[config.mk]
export PLATFORM = sky130hd
export DESIGN_NAME = hardware_output_encoder
export DESIGN_NICKNAME = d
export VERILOG_FILES = /design/src/rtl/hardware_output_encoder_pkg.sv /design/src/rtl/hardware_output_encoder_hex_to_seg.sv /design/src/rtl/hardware_output_encoder.sv
export SDC_FILE = /design/constraint.sdc
export NUM_CORES = 1
export LEC_CHECK = 0
export ABC_CLOCK_PERIOD_IN_PS = 3300
export CAP_MARGIN = 25
export CORE_MARGIN = 5
export CORE_UTILIZATION = 42
export CTS_BUF_LIST = sky130_fd_sc_hd__clkbuf_4 sky130_fd_sc_hd__clkbuf_8 sky130_fd_sc_hd__clkbuf_16
export DETAILED_ROUTE_END_ITERATION = 8
export PLACE_DENSITY = 0.76
export SYNTH_ARGS = -nofsm -noshare
export SYNTH_HDL_FRONTEND = slang
export SYNTH_SLANG_ARGS = --single-unit
[constraint.sdc]
create_clock -name clk -period 3.3 [get_ports clk]
set_clock_uncertainty 0.05 [all_clocks]
set_input_delay 0.495 -clock clk [delete_from_list [all_inputs] [get_ports clk]]
set_output_delay 0.495 -clock clk [all_outputs]
set_load 0.02 [all_outputs]
[src/rtl/hardware_output_encoder_pkg.sv]
// Shared definitions for the hardware output encoder: the scan FSM states,
// active-low seven-segment patterns (gfedcba) and the write-select encodings.
package hardware_output_encoder_pkg;

    typedef enum logic {
        ST_ON    = 1'b0,
        ST_BLANK = 1'b1
    } scan_state_e;

    // Active-low segment patterns, bit 0 = a ... bit 6 = g
    localparam logic [6:0] SEG_0   = 7'b1000000;
    localparam logic [6:0] SEG_1   = 7'b1111001;
    localparam logic [6:0] SEG_2   = 7'b0100100;
    localparam logic [6:0] SEG_3   = 7'b0110000;
    localparam logic [6:0] SEG_4   = 7'b0011001;
    localparam logic [6:0] SEG_5   = 7'b0010010;
    localparam logic [6:0] SEG_6   = 7'b0000010;
    localparam logic [6:0] SEG_7   = 7'b1111000;
    localparam logic [6:0] SEG_8   = 7'b0000000;
    localparam logic [6:0] SEG_9   = 7'b0010000;
    localparam logic [6:0] SEG_A   = 7'b0001000;
    localparam logic [6:0] SEG_B   = 7'b0000011;
    localparam logic [6:0] SEG_C   = 7'b1000110;
    localparam logic [6:0] SEG_D   = 7'b0100001;
    localparam logic [6:0] SEG_E   = 7'b0000110;
    localparam logic [6:0] SEG_F   = 7'b0001110;
    localparam logic [6:0] SEG_OFF = 7'b1111111;

    // All anodes off for the default four-digit board
    localparam logic [3:0] ANODE_OFF = 4'b1111;

    localparam logic WR_SEL_DISPLAY = 1'b0;
    localparam logic WR_SEL_LED     = 1'b1;

endpackage

[src/rtl/hardware_output_encoder_hex_to_seg.sv]
// Hex digit to active-low seven-segment decoder (purely combinational).
// Ports: hex   - 4-bit digit value
//        seg_c - active-low segments, bit 0 = a ... bit 6 = g
module hex_to_seg
    import hardware_output_encoder_pkg::*;
(
    input  logic [3:0] hex,
    output logic [6:0] seg_c
);

    always_comb begin
        seg_c = SEG_OFF;
        case (hex)
            4'h0: seg_c = SEG_0;
            4'h1: seg_c = SEG_1;
            4'h2: seg_c = SEG_2;
            4'h3: seg_c = SEG_3;
            4'h4: seg_c = SEG_4;
            4'h5: seg_c = SEG_5;
            4'h6: seg_c = SEG_6;
            4'h7: seg_c = SEG_7;
            4'h8: seg_c = SEG_8;
            4'h9: seg_c = SEG_9;
            4'hA: seg_c = SEG_A;
            4'hB: seg_c = SEG_B;
            4'hC: seg_c = SEG_C;
            4'hD: seg_c = SEG_D;
            4'hE: seg_c = SEG_E;
            4'hF: seg_c = SEG_F;
            default: seg_c = SEG_OFF;
        endcase
    end

endmodule

[src/rtl/hardware_output_encoder.sv]
// Output encoder: processor writes drive a multiplexed active-low
// seven-segment display (double-buffered, swapped at frame boundaries)
// and a bank of active-high LEDs.
// Ports: clk, reset_n (async active-low)
//        wr_en/wr_sel/wr_data - write strobe, target select, data
//        display_en           - 0 blanks the anodes, scanning continues
//        wr_ack               - one-cycle pulse after each write
//        seg/anode            - active-low segments and digit enables
//        led                  - LED drive
module hardware_output_encoder
    import hardware_output_encoder_pkg::*;
#(
    parameter int unsigned DIGITS       = 4,
    parameter int unsigned LED_W        = 8,
    parameter int unsigned SCAN_DIV     = 50000,
    parameter int unsigned BLANK_CYCLES = 500
) (
    input  logic                  clk,
    input  logic                  reset_n,
    input  logic                  wr_en,
    input  logic                  wr_sel,
    input  logic [4*DIGITS-1:0]   wr_data,
    input  logic                  display_en,
    output logic                  wr_ack,
    output logic [6:0]            seg,
    output logic [DIGITS-1:0]     anode,
    output logic [LED_W-1:0]      led
);

    localparam int unsigned DATA_W  = 4 * DIGITS;
    localparam int unsigned CNT_MAX = (SCAN_DIV > BLANK_CYCLES) ? SCAN_DIV : BLANK_CYCLES;
    localparam int unsigned CNT_W   = (CNT_MAX > 1) ? $clog2(CNT_MAX) : 1;
    localparam int unsigned DIG_W   = (DIGITS > 1) ? $clog2(DIGITS) : 1;

    scan_state_e         state, state_nxt;
    logic [CNT_W-1:0]    div_cnt, div_nxt;
    logic [DIG_W-1:0]    digit, digit_nxt;
    logic [DATA_W-1:0]   shadow, active, active_nxt;
    logic [DIGITS-1:0]   anode_nxt;
    logic [3:0]          nibble_c;
    logic [6:0]          seg_nxt_c;

    // Segment decode for the digit that will be lit after the next edge
    hex_to_seg u_hex_to_seg (
        .hex   (nibble_c),
        .seg_c (seg_nxt_c)
    );

    // Scan FSM next state, frame-boundary buffer swap and next anode/segment values
    always_comb begin
        state_nxt  = state;
        div_nxt    = div_cnt + CNT_W'(1);
        digit_nxt  = digit;
        active_nxt = active;
        anode_nxt  = '1;
        nibble_c   = 4'h0;

        case (state)
            ST_ON: begin
                if (div_cnt == CNT_W'(SCAN_DIV - 1)) begin
                    state_nxt = ST_BLANK;
                    div_nxt   = '0;
                end
            end
            ST_BLANK: begin
                if (div_cnt == CNT_W'(BLANK_CYCLES - 1)) begin
                    state_nxt = ST_ON;
                    div_nxt   = '0;
                    if (digit == DIG_W'(DIGITS - 1)) begin
                        // Frame boundary: take the pre-edge shadow value
                        digit_nxt  = '0;
                        active_nxt = shadow;
                    end else begin
                        digit_nxt = digit + DIG_W'(1);
                    end
                end
            end
            default: begin
                state_nxt = ST_ON;
                div_nxt   = '0;
            end
        endcase

        // Both registers are loaded from next-state values so they stay aligned
        nibble_c = 4'(active_nxt >> {digit_nxt, 2'b00});
        if ((state_nxt == ST_ON) && display_en) begin
            anode_nxt = ~(DIGITS'(1) << digit_nxt);
        end
    end

    // State, buffers and registered outputs
    always_ff @(posedge clk or negedge reset_n) begin
        if (!reset_n) begin
            state   <= ST_ON;
            div_cnt <= '0;
            digit   <= '0;
            shadow  <= '0;
            active  <= '0;
            led     <= '0;
            wr_ack  <= 1'b0;
            anode   <= ~DIGITS'(1);
            seg     <= SEG_0;
        end else begin
            state   <= state_nxt;
            div_cnt <= div_nxt;
            digit   <= digit_nxt;
            active  <= active_nxt;
            anode   <= anode_nxt;
            seg     <= seg_nxt_c;
            wr_ack  <= wr_en;
            if (wr_en && (wr_sel == WR_SEL_DISPLAY)) begin
                shadow <= wr_data;
            end
            if (wr_en && (wr_sel == WR_SEL_LED)) begin
                led <= wr_data[LED_W-1:0];
            end
        end
    end

endmodule

==> results.toml, run 1 <==
[synthesis]
synth.avg_cell_area_um2 = 12.66
postSynth.topFlopCell = "dfrtp_1"
synth.lib_cells_used.distinct = 44
synth_enable_flop_cells = 0
yosys_register_bits = 71
async_flop_share_pct = 100.0
syn_nets = 281
netlist_area_mm2 = 0.003191
synth_cells = 252
ys_seq_area_share_pct = 55.84
yosys_warnings = 0

[placed_design]
detailed_place_hpwl_mm = 4.089
placement.io_buffers = 40
globalplace.congestion = 0.7986

[worst_setup_path]
setup.worst_path.start_class = "register"
end_kind = "register"
critical_path.max_stage_delay_ns = 0.44
worst_ep_arrival_time_ns = 3.24
crit_path_cell_trace = "nor4_4 -> and4_1 -> nand3_4 -> mux2_1 -> mux2_2 -> nand2_1 -> and2_1 -> inv_2 -> ha_1 -> nor3b_1 -> a211o_1"
ff2ff_path_depth = 11
regToRegSetupSlack_ns = 0.25
crit_path_max_fanout = 11
critical_path.reg2reg.startpoint = "div_cnt[11]"
timing.critical_path.required_ns = 3.49
worstSetupPathType = "reg -> reg"
crit_path_top_delay_cell = "dfrtp_1"
worst_r2r_endpoint = "seg[0]"

[timing]
worst_pin_slew_ns = 0.8610
rsz_0062_raised_after_global_routing = "no"
slew_headroom_pct = 42.60
final_min_period_over_clock_period_pct = 92.54
layout_min_cycle_time_ns = 3.054
timing.final.hold_violations = 0
final_report_setup_violation_count = 0
timing.fmax_ghz = 0.3275
final-max-slew-violation-count = 0
final.setup.tns_ns = 0

[layout]
multi_input_comb_area_mm2 = 0.001361
fillers = 613
flow.area_growth_from_synthesis_pct = 24.98
fraction_of_final_layout_cells_with_drive_strength_greater_than_1_pct = 23.79
layout.nets = 335
utilization_pct = 54.39
total_area_of_sequential_cells_mm2 = 0.001782
antenna-diode-count = 0

[clocking]
cts.repair_timing.setup_buffer_count = 0
clock_tree_from_tritoncts = "yes"
clkTransAtPathRegs_ns = 0.08
clkSinkCount = 71
root_buffer = "clkbuf_8"
clock_insertion_delay_worst_skew_ns = 0.35
cts-buffers-inserted = 9
ctsHtreeMaxLevel = 3
ctsHoldBuffers = 0
clock_buffer_depth = 2
number_of_resized_instances_in_the_post_cts_repair_step = 0

[pwr]
cellPowerDensity_mw_per_mm2 = 461.5
power.static_leakage_nw = 1.871
worst_ir_drop_vdd_mv = 0.2171

[route]
post_drt_wl_per_cell_um = 13.80
drt-initial-drc-count = 105
route.detailed.vias_per_inst = 4.990
drt_pre_antenna_iters = 4
wl_mm = 5.659
postRouteAntennaNets = 0
routed-via-count = 2046
residual_drc_count = 0

[min_path]
min-delay-path-class = "in -> async"

[flow_run]
max-cap-violations = 0

[floorplan]
boundaryPins = 41
placementRows = 31
die-height_um = 97.16
initial_core_utilization_pct = 43.52
core_area_mm2 = 0.007331
die_width_um = 97.16
die_area_mm2 = 0.009440

[grt]
grtUsageTotal_pct = 13.07
grt_pass1_wl_mm = 10.07
remaining_global_route_overflow = 0
antenna_found_initial = 0
first_global_vias = 2125
maximum_number_of_pins_on_one_net_before_global_route_repair = 72

[outcome]
status = "complete, no violations"
## registers in the layout (all words and copies together) (netlist names)
signal   count
active      16
div_cnt     16
shadow      16
led          8
seg          7
anode        4
digit        2
state        1
wr_ack       1
## worst max path at each step
| stage | cells past startpoint | from | slack (ns) | endpoint |
|---|---|---|---|---|
| 3_5_place_dp | 12 | div_cnt[0] | 0.07 | seg[0] |
| 6_report | 11 | div_cnt[11] | 0.25 | seg[0] |
| 5_1_grt | 12 | div_cnt[0] | 0.03 | seg[0] |
| 3_3_place_gp | 12 | div_cnt[0] | 0.19 | seg[0] |
| 4_1_cts | 12 | div_cnt[0] | 0.07 | seg[0] |
| 2_1_floorplan | 14 | div_cnt[0] | 0.25 | seg[0] |
## where the power goes
| part | switching (mW) | internal, mW | total [mW] |
|---|---|---|---|
| Combinational | 0.0636 | 0.0845 | 0.148 |
| Sequential | 0.0242 | 0.915 | 0.939 |
| Clock | 0.325 | 0.428 | 0.753 |
## logic make-up (layout without fill, tap and decap cells)
group	after synthesis	after routing	share of synthesized area [%]
XOR/XNOR	14	14	3.843
flip-flops	71	71	55.84
buffers and inverters	16	75	2.275
adder cells (fa/ha/maj)	8	8	3.137
multiplexers	47	47	17.14
AO/OA/AOI/OAI	20	20	4.510
AND/OR/NAND/NOR	76	76	13.26
## synthesized netlist by cell type (5+ instances only)
master	number	area share, %
nand2_1	19	2.2
xnor2_1	6	1.6
inv_2	5	0.59
inv_1	5	0.59
nand4_1	9	1.8
nor2_1	18	2.1
mux2_1	7	2.5
mux2_2	31	11
xor2_1	8	2.2
dfrtp_1	67	53
nand3_1	8	1.3
and3_1	6	1.2
o21ai_0	7	1.1
ha_1	8	3.1
mux2i_1	6	1.9
## layout make-up
cell class | count | share of cell area [%]
inverters | 10 | 0.9413
clock inverters | 7 | 2.416
clock buffers | 9 | 3.106
well taps | 99 | 3.106
multi-input cells | 165 | 34.14
repair buffers | 49 | 11.61
flip-flops and latches | 71 | 44.68
## routing by layer
layer / part of all wire (%) / GRT usage (%)
met2: 50 / 21.87
met5: 0 / 0
met4: 0.94 / 3.564
met1: 44 / 15.12
met3: 4.9 / 6.030
## layout by cell type (no fill, tap or decap), types with 2 or more instances in the layout
master            n
mux2_1            7
bufinv_16         2
clkinv_4          2
inv_1             5
dfrtp_1          67
mux2i_4           3
nand4_1           9
nor2_1           18
o211ai_1          2
ha_1              8
mux2i_1           6
and3_1            6
o21ai_0           7
xnor2_1           6
inv_2             5
nand2_1          19
o22ai_1           4
clkinv_2          2
nand3_1           8
buf_4             9
xor2_1            8
clkdlybuf4s50_1  39
mux2_2           31
clkbuf_8          9
nand2b_1          2
and4_1            3
dfstp_2           4
## per-stage QoR
step,setup WS [ns],hold slack (ns),instance area [um2],cells,total power [mW]
2_1_floorplan,0.2453,0.1494,3191,252,1.016
3_3_place_gp,0.1856,0.3865,3742,394,1.103
3_5_place_dp,0.07431,0.3989,3742,394,1.107
4_1_cts,0.06568,0.3180,3963,410,1.871
5_1_grt,0.03126,0.3558,3988,410,1.925
6_report,0.2463,0.3013,3988,410,1.840
## worst max-delay path: cells and delay by family, from the launching register on
kind	cells	cell delay (ns)
DFF	1	0.44
and+or+nand+nor	6	1.23
AOI/OAI and AO/OA	1	0.28
adders and majority gates	1	0.24
buffers and inverters	1	0.07
muxes	2	0.64
No activity file was read; power rests on OpenSTA's default activity.
==> inputs of run 2 (changes only) <==
ABC_CLOCK_PERIOD_IN_PS = 2800   (was 3300)
CELL_PAD_IN_SITES_DETAIL_PLACEMENT = 0   (was default)
CELL_PAD_IN_SITES_GLOBAL_PLACEMENT = 1   (was default)
CORE_UTILIZATION = 40   (was 42)
PLACE_DENSITY = 0.85   (was 0.76)
clock period = 2.8 ns   (was 3.3 ns; I/O delays follow)
==> run 2 against run 1 <==
The flow now finishes with violations (setup timing). Final cell count up 8.3%. Non-clock buffer count up 30. Via count is 5.8% higher. Design area rose by 7.1%. Count of clock-buffer cells in the layout grew 2. Combinational power up 20%. Critical endpoint unchanged.
==> results.toml, run 2 (synthesis results as in run 1) <==
[layout]
layout.cells.most_common_list = "dfrtp_1, clkdlybuf4s50_1, buf_4"
flow.area_growth_from_synthesis_pct = 33.88
utilization_pct = 54.99
largest_registers = "active (16), div_cnt (16), shadow (16)"
final_common_cell = "dfrtp_1"
antenna-diode-count = 0
fraction_of_final_layout_cells_with_drive_strength_greater_than_1_pct = 33.92
layout.nets = 366

[route]
post_drt_wl_per_cell_um = 14.23
routed-via-count = 2165
drt-initial-drc-count = 65
wl_mm = 6.320
route.detailed.vias_per_inst = 4.876
postRouteAntennaNets = 0
residual_drc_count = 0
drt_pre_antenna_iters = 4

[timing]
rsz_0062_raised_after_global_routing = "yes"
final-max-slew-violation-count = 0
setup_ws_ns = -0.05212
layout_min_cycle_time_ns = 2.852
final.setup.tns_ns = -0.1454
slew_headroom_pct = 54.25
timing.fmax_ghz = 0.3506
finalHoldWorstSlack_ns = 0.06292
final_min_period_over_clock_period_pct = 101.9
worst_pin_slew_ns = 0.6862
final_report_setup_violation_count = 6
timing.final.hold_violations = 0

[clocking]
clock_buffer_depth = 2
clock_insertion_delay_worst_skew_ns = 0.34
clock_tree_from_tritoncts = "yes"
clkSinkCount = 71
ctsHoldBuffers = 0
cts-buffers-inserted = 9
clkTransAtPathRegs_ns = 0.08
ctsHtreeMaxLevel = 3
root_buffer = "clkbuf_8"

[flow_run]
max-cap-violations = 0

[pwr]
clkPwrFrac_pct = 39.5
power_switching_share_pct = 22.80
p_seq_share_pct = 52.1
worst_ir_drop_vdd_mv = 0.2519
net-switching-power_mw = 0.4838
overall_power_after_layout_mw = 2.122
combinationalPowerShare_pct = 8.4
cellPowerDensity_mw_per_mm2 = 496.8
power.static_leakage_nw = 2.043
cell_internal_pwr_mw = 1.638

[outcome]
failed_checks = "setup timing"
status = "finished with violations"

[placed_design]
place_ws_ns = -0.09204
detailed_place_hpwl_mm = 4.578
placement.io_buffers = 40
globalplace.congestion = 0.8152

[grt]
remaining_global_route_overflow = 0
first_global_vias = 2273
grt_pass1_wl_mm = 10.96
grtUsageTotal_pct = 14.00
antenna_found_initial = 0
maximum_number_of_pins_on_one_net_before_global_route_repair = 43

[worst_setup_path]
crit_path_max_fanout = 5
setup.worst_path.start_class = "register"
worst_ep_arrival_time_ns = 3.04
end_kind = "register"
timing.critical_path.required_ns = 2.98
worstSetupPathType = "reg -> reg"

[floorplan]
initial_core_utilization_pct = 41.08
placementRows = 32
core_area_mm2 = 0.007767
die_area_mm2 = 0.009862
die-height_um = 99.31
die_width_um = 99.31
boundaryPins = 41

[min_path]
min-delay-path-class = "in -> async"
run 2: cell types whose count changed in the layout (fill, tap and decap cells not counted), moves of 2 or more:
cell      previous run  this run
buf_4                9        38
mux2_4               0         9
mux2_2              31        29
mux2_1               7         0
clkbuf_8             9        11
ha_1                 8         6
run 2: final cells by class:
| class | instances | area [um2] |
|---|---|---|
| fill | 675 | 3496 |
| sequential | 71 | 1782 |
| multi-input combinational | 166 | 1416 |
| timing repair buffer | 79 | 700.7 |
| clock buffer | 11 | 151.4 |
| tap | 102 | 127.6 |
| clock inverter | 5 | 56.30 |
| inverter | 10 | 37.54 |
run 2: layer usage:
metal  track usage, %  share of wire [%]  vias up  wire length, um
met5                0                  0        -                0
met2            22.88                 50       40             3172
met4            3.466               0.40        0               25
li1                 -                  -     1064                -
met1            17.62                 44     1057             2797
met3            5.259                5.1        4              324
run 2: path summary, 6_finish.rpt:
kind                       startpoint     endpoint  slack (ns)  depth (start not counted)
min in group clk            active[4]    active[4]        0.45                          1
setup / recovery           div_cnt[1]       seg[0]       -0.05                         10
max in group asynchronous     reset_n  div_cnt[10]        1.98                          2
setup reg to reg           div_cnt[1]       seg[0]       -0.05                         10
hold reg to reg             active[4]    active[4]        0.45                          1
hold / removal                reset_n    shadow[9]        0.06                          1
run 2: power by group through the flow:
stage	Combinational [mW]	Sequential [mW]	Clock, mW
global route	0.194	1.11	0.909
CTS	0.183	1.11	0.858
floorplan	0.0577	1.14	0
detailed placement	0.182	1.13	0
finish	0.178	1.11	0.838
global placement	0.177	1.12	0
run 2: timing repair:
action	in CTS	in global routing
endpoints found under the setup margin	6	7
resized for setup	5	0
buffers inserted	2	2
cloned	1	0
pin swaps	3	2
run 2: through the flow:
| stage | instances | instance area [um2] |
|---|---|---|
| after global placement | 423 | 4006 |
| after global routing | 444 | 4272 |
| after CTS | 442 | 4257 |
| after detailed placement | 423 | 4006 |
| final | 444 | 4272 |
| after floorplan | 252 | 3251 |
run 2: worst max-delay path, cell delays in order (launching register included):
cell and delay [ns]:
dfrtp_1 0.37, ha_2 0.20, nor4b_4 0.23, and4_4 0.30
nand3_2 0.17, mux2_4 0.35, mux2_4 0.27, mux2i_4 0.18
inv_2 0.09, ha_1 0.26, a211o_1 0.28
